--- src/rtl/cpu_ctrl_sequencer.sv ---
// cpu_ctrl_sequencer
// ------------------
// Multi-cycle fetch/decode/execute controller for the tiny CPU. It owns the
// program counter and drives the instruction/accumulator register controls.
// Each instruction takes three clocks (FETCH, DECODE, EXEC). An HLT opcode
// (F) parks the controller in HALT until reset.
//
// Ports:
//   CLK       in   rising-edge clock
//   RST_N     in   asynchronous active-low reset
//   START     in   leaves IDLE when high (sampled only in IDLE)
//   MEM_DATA  in   instruction byte at address PC: [7:4] opcode, [3:0] operand
//   ZERO      in   accumulator-equals-zero flag, sampled in EXEC by JZ
//   PC        out  program counter (ADDR_W bits)
//   IR_EN     out  instruction register load enable (FETCH)
//   ACC_EN    out  accumulator load enable
//   ACC_CLR   out  accumulator synchronous clear (only with ACC_EN)
//   ALU_OP    out  00 ADD, 01 SUB
//   HALTED    out  high while in HALT
//   STATE     out  current state code, for debug
//   RETIRED   out  retired-instruction counter (only with SEQ_RETIRE_CNT_EN)
//
// Optional build macro: SEQ_RETIRE_CNT_EN adds the saturating 16-bit
// RETIRED counter, incremented on every edge leaving EXEC.
//
// Handshake note: START is a level, not a valid/ready pair; it is only looked
// at in IDLE and needs no acknowledge.

module cpu_ctrl_sequencer #(
    parameter int ADDR_W = 4
) (
    input  logic              CLK,
    input  logic              RST_N,
    input  logic              START,
    input  logic [7:0]        MEM_DATA,
    input  logic              ZERO,
    output logic [ADDR_W-1:0] PC,
    output logic              IR_EN,
    output logic              ACC_EN,
    output logic              ACC_CLR,
    output logic [1:0]        ALU_OP,
    output logic              HALTED,
`ifdef SEQ_RETIRE_CNT_EN
    output logic [15:0]       RETIRED,
`endif
    output logic [2:0]        STATE
);

    typedef enum logic [2:0] {
        S_IDLE   = 3'd0,
        S_FETCH  = 3'd1,
        S_DECODE = 3'd2,
        S_EXEC   = 3'd3,
        S_HALT   = 3'd4
    } state_e;

    localparam logic [3:0] OP_CLRA = 4'h1;
    localparam logic [3:0] OP_ADD  = 4'h2;
    localparam logic [3:0] OP_SUB  = 4'h3;
    localparam logic [3:0] OP_JMP  = 4'h4;
    localparam logic [3:0] OP_JZ   = 4'h5;
    localparam logic [3:0] OP_HLT  = 4'hF;

    state_e            state_q, state_d;
    logic [ADDR_W-1:0] pc_q, pc_d;
    logic [3:0]        op_q, op_d;
    logic [3:0]        opd_q, opd_d;
    logic              ir_en_q, acc_en_q, acc_clr_q, halted_q;
    logic [1:0]        alu_op_q;
    logic              exec_d;
    logic              acc_op_d;

    // Next-state, PC and opcode latch.
    always_comb begin
        state_d = state_q;
        pc_d    = pc_q;
        op_d    = op_q;
        opd_d   = opd_q;
        case (state_q)
            S_IDLE: begin
                if (START) state_d = S_FETCH;
            end
            S_FETCH: begin
                op_d    = MEM_DATA[7:4];
                opd_d   = MEM_DATA[3:0];
                state_d = S_DECODE;
            end
            S_DECODE: begin
                state_d = (op_q == OP_HLT) ? S_HALT : S_EXEC;
            end
            S_EXEC: begin
                state_d = S_FETCH;
                if (op_q == OP_JMP || (op_q == OP_JZ && ZERO))
                    pc_d = ADDR_W'(opd_q);
                else
                    pc_d = pc_q + ADDR_W'(1);
            end
            S_HALT: begin
                state_d = S_HALT;
            end
            default: begin
                // Codes 5-7 are unreachable in normal operation; recover.
                state_d = S_IDLE;
            end
        endcase
    end

    // Outputs are registered from the next state so they line up with the
    // state register and never glitch.
    assign exec_d   = (state_d == S_EXEC);
    assign acc_op_d = (op_d == OP_CLRA) || (op_d == OP_ADD) || (op_d == OP_SUB);

    always_ff @(posedge CLK or negedge RST_N) begin
        if (!RST_N) begin
            state_q   <= S_IDLE;
            pc_q      <= '0;
            op_q      <= '0;
            opd_q     <= '0;
            ir_en_q   <= 1'b0;
            acc_en_q  <= 1'b0;
            acc_clr_q <= 1'b0;
            alu_op_q  <= 2'b00;
            halted_q  <= 1'b0;
        end else begin
            state_q   <= state_d;
            pc_q      <= pc_d;
            op_q      <= op_d;
            opd_q     <= opd_d;
            ir_en_q   <= (state_d == S_FETCH);
            acc_en_q  <= exec_d && acc_op_d;
            acc_clr_q <= exec_d && (op_d == OP_CLRA);
            alu_op_q  <= (exec_d && op_d == OP_SUB) ? 2'b01 : 2'b00;
            halted_q  <= (state_d == S_HALT);
        end
    end

`ifdef SEQ_RETIRE_CNT_EN
    logic [15:0] retired_q;

    always_ff @(posedge CLK or negedge RST_N) begin
        if (!RST_N)
            retired_q <= '0;
        else if (state_q == S_EXEC && retired_q != 16'hFFFF)
            retired_q <= retired_q + 16'd1;
    end

    assign RETIRED = retired_q;
`endif

    assign PC      = pc_q;
    assign IR_EN   = ir_en_q;
    assign ACC_EN  = acc_en_q;
    assign ACC_CLR = acc_clr_q;
    assign ALU_OP  = alu_op_q;
    assign HALTED  = halted_q;
    assign STATE   = state_q;

endmodule

--- config.mk ---
export PLATFORM = sky130hd
export DESIGN_NAME = cpu_ctrl_sequencer
export DESIGN_NICKNAME = d
export VERILOG_FILES = /design/src/rtl/cpu_ctrl_sequencer.sv
export SDC_FILE = /design/constraint.sdc
export NUM_CORES = 1
export LEC_CHECK = 0
export CORE_ASPECT_RATIO = 0.9
export CORE_MARGIN = 3
export CORE_UTILIZATION = 45
export DETAILED_ROUTE_END_ITERATION = 10
export GPL_ROUTABILITY_DRIVEN = 0
export GPL_TIMING_DRIVEN = 0
export MAX_ROUTING_LAYER = met4
export PLACE_DENSITY = 0.79
export SYNTH_ARGS = -nofsm -noshare
export SYNTH_HDL_FRONTEND = slang
export SYNTH_SLANG_ARGS = --single-unit
--- constraint.sdc ---
create_clock -name CLK -period 3.1 [get_ports CLK]
set_input_delay 0.31 -clock CLK [delete_from_list [all_inputs] [get_ports CLK]]
set_output_delay 0.31 -clock CLK [all_outputs]
set_load 0.02 [all_outputs]
==> flow_metrics.py <==
metrics = {
    "outcome": {
        "status": "completed",
    },
    "worst_setup_path": {
        "crit_start": "PC[0]",
        "cp_max_fo": 6,
        "end_kind": "output pin",
        "arrival_ns": 1.39,
        "r2r-start": "STATE[1]",
        "cpLargestDelayFamily": "buffers and inverters",
        "critical_path_required_ns": 2.79,
        "max_stage_delay_ns": 0.63,
        "crit_chain": "clkdlybuf4s50_1",
        "worstSetupPathType": "reg2out",
        "startpoint_type": "flip-flop",
        "rr_endpoint": "opd_q[2]",
        "crit_end": "PC[0]",
        "worst-path-stages": 1,
        "cp_slowest_cell": "clkdlybuf4s50_1",
        "reg2regPathDepth": 3,
        "regToRegSetupSlack_ns": 1.66,
        "crit_buf_inv": 1,
    },
    "timing": {
        "tightest_slew_ns": 0.874,
        "hold-worst-slack_ns": 0.491,
        "tns_ns": 0,
        "finalMaxSlewViolations": 0,
        "timing.fmax_mhz": 588,
        "rsz0062_at_grt": "no",
        "finalHoldViolCount": 0,
        "slew_headroom": 0.415,
        "skew_ns": 0.00576,
        "setup_violations": 0,
        "period_minus_slack_ns": 1.70,
        "min_period_over_period": 0.549,
    },
    "synthesis": {
        "synth_nets": 100,
        "netlist_area_um2": 975,
        "synth_top_area_share": 0.513,
        "synth_area_leader_cell": "dfrtp_1",
        "yosysUniqueCellTypes": 29,
        "ys_seq_area_frac": 0.513,
        "syn_area_per_cell_um2": 11.2,
        "synth-warning-count": 0,
        "ys_ff_latch": 20,
        "synth_area_leaders": "dfrtp_1 (51%), mux2_2 (9.2%), and4b_1 (5.1%), a21oi_1 (3.1%), nand3_1 (2.1%)",
        "syn_inst": 87,
    },
    "drt": {
        "viasPerCell": 5.69,
        "initialDrtViolationCount": 35,
        "drtAntennaViolNets": 0,
        "wl_per_cell_um": 14.2,
        "vias": 791,
        "wirelength_um": 1980,
        "drc_errors": 0,
        "drtPass1Iterations": 4,
    },
    "power_and_ir_drop": {
        "pwr-share-comb": 0.459,
        "powerDensity_nw_per_um2": 977,
        "p_int_w": 0.000787,
        "leakage_nw": 0.554,
        "p_seq_frac": 0.374,
        "clkPwrFrac": 0.167,
        "ir_drop_v": 0.000645,
        "p_sw_frac": 0.375,
        "netSwitchingPower_w": 0.000473,
    },
    "global_route": {
        "grt.total_usage": 0.169,
        "grt_max_degree": 21,
        "grt-ovfl-total": 0,
        "antenna_found_initial": 0,
        "grt_pass1_wl_um": 3260,
        "grt_pass1_vias": 732,
    },
    "clock_network": {
        "cts_root_buf": "clkbuf_4",
        "cts_tree": "yes",
        "cts_max_level": 1,
        "clockBufferDepth": 2,
        "post_cts_resized": 0,
        "cts_buffers": 3,
        "path_clk_slew_ns": 0.11,
        "clk_latency_ns": 0.30,
        "cts_hold_buf": 0,
        "clock_sinks": 20,
        "post_cts_buffers": 0,
    },
    "cells_and_area": {
        "antenna_cells": 0,
        "nets": 128,
        "area_delta_synth_final_pct": 32.2,
        "utilization": 0.648,
        "fillers": 169,
        "drive_gt1_frac": 0.167,
    },
    "placement": {
        "dp_hpwl_um": 1460,
        "portBuffers": 23,
    },
    "die": {
        "die_w_um": 55.1,
        "core_um2": 1990,
        "dieArea_um2": 2760,
        "start_util": 0.490,
        "io_pins": 25,
        "core.rowCount": 15,
        "chipHeight_um": 50.2,
    },
    "run": {
        "cap_violations": 0,
    },
    "worst_hold_path": {
        "hp-class": "in2async",
    },
}
==> routing by layer <==
layer	GRT usage	part of all wire	wire, um
met2	0.254	0.48	955
met3	0.0623	0.074	146
met1	0.213	0.43	858
met4	0.0445	0.0091	18
met5	-	0	0
==> per-stage QoR <==
step           total power [W]  setup slack, ns  cells  area, um^2
2_1_floorplan         0.000850             1.71     87         975
3_3_place_gp           0.00102             1.67    135        1240
3_5_place_dp           0.00105             1.63    135        1240
4_1_cts                0.00127             1.38    139        1290
5_1_grt                0.00135             1.33    139        1290
6_report               0.00126             1.40    139        1290
==> cell usage after synthesis <==
master and count:
dfrtp_1 20, mux2_2 8, a21oi_1 6, and4b_1 5
nand2_1 5, nor2_1 5, nand3_1 4, nor2b_1 3
a211o_1 2, a32oi_1 2, buf_2 2, buf_4 2
nand2b_1 2, nor3_1 2, nor3b_1 2, o211ai_1 2
o21ai_0 2, or3b_1 2, a31oi_1 1, and3b_1 1
clkbuf_2 1, conb_1 1, ha_1 1, inv_1 1
nand3b_1 1, nand4_1 1, nand4_2 1, nor3b_2 1
o2111ai_1 1
==> power by group through the flow <==
| stage | combinational [W] | clock (W) | sequential (W) |
|---|---|---|---|
| 2_1_floorplan | 0.000344 | 0 | 0.000505 |
| 3_3_place_gp | 0.000557 | 0 | 0.000467 |
| 3_5_place_dp | 0.000577 | 0 | 0.000474 |
| 4_1_cts | 0.000580 | 0.000218 | 0.000469 |
| 5_1_grt | 0.000631 | 0.000229 | 0.000490 |
| 6_report | 0.000578 | 0.000211 | 0.000471 |
==> cell type report <==
class	count	area, um^2	share of cell area
Clock buffer	3	22.5	0.0175
Tap cell	25	31.3	0.0243
Inverter	1	3.75	0.00291
Buffer	5	30.0	0.0233
Timing Repair Buffer	23	230	0.179
Multi-Input combinational cell	61	440	0.342
Clock inverter	1	30.0	0.0233
Sequential cell	20	500	0.388
==> worst min-delay path by stage <==
stage                     to  cells past startpoint
floorplan            ACC_CLR                      0
global placement    opd_q[0]                      1
detailed placement  opd_q[0]                      1
CTS                    PC[0]                      1
global route        opd_q[3]                      1
finish              STATE[1]                      1
==> logic make-up after synthesis <==
kind of cell,count (synthesis),share of synthesized area
simple gates,35,0.235
flops,20,0.513
compound gates,16,0.108
mux,8,0.0924
buf+inv,6,0.0346
fa+ha+maj,1,0.0128
other cells,1,0.00385
==> flip-flops by register name, summed over array words and instances, names as in the netlist <==
register / flops
opd_q: 4
ACC_CLR: 1
op_q: 4
PC: 4
ACC_EN: 1
HALTED: 1
ALU_OP: 1
STATE: 3
IR_EN: 1
==> placed cells by master (no fill, tap or decap), drive strengths merged <==
cell type,instances
nand3,4
nand3b,1
dfrtp,20
a21oi,6
nor2b,3
ha,1
nand2,5
inv,1
buf,4
nor3b,3
o21ai,2
clkbuf,4
and3b,1
nand4,2
bufinv,1
a211o,2
o2111ai,1
o211ai,2
clkdlybuf4s50,23
and4b,5
mux2,8
a32oi,2
nor3,2
nor2,5
nand2b,2
conb,1
a31oi,1
or3b,2
No activity file was read; power rests on OpenSTA's default activity.
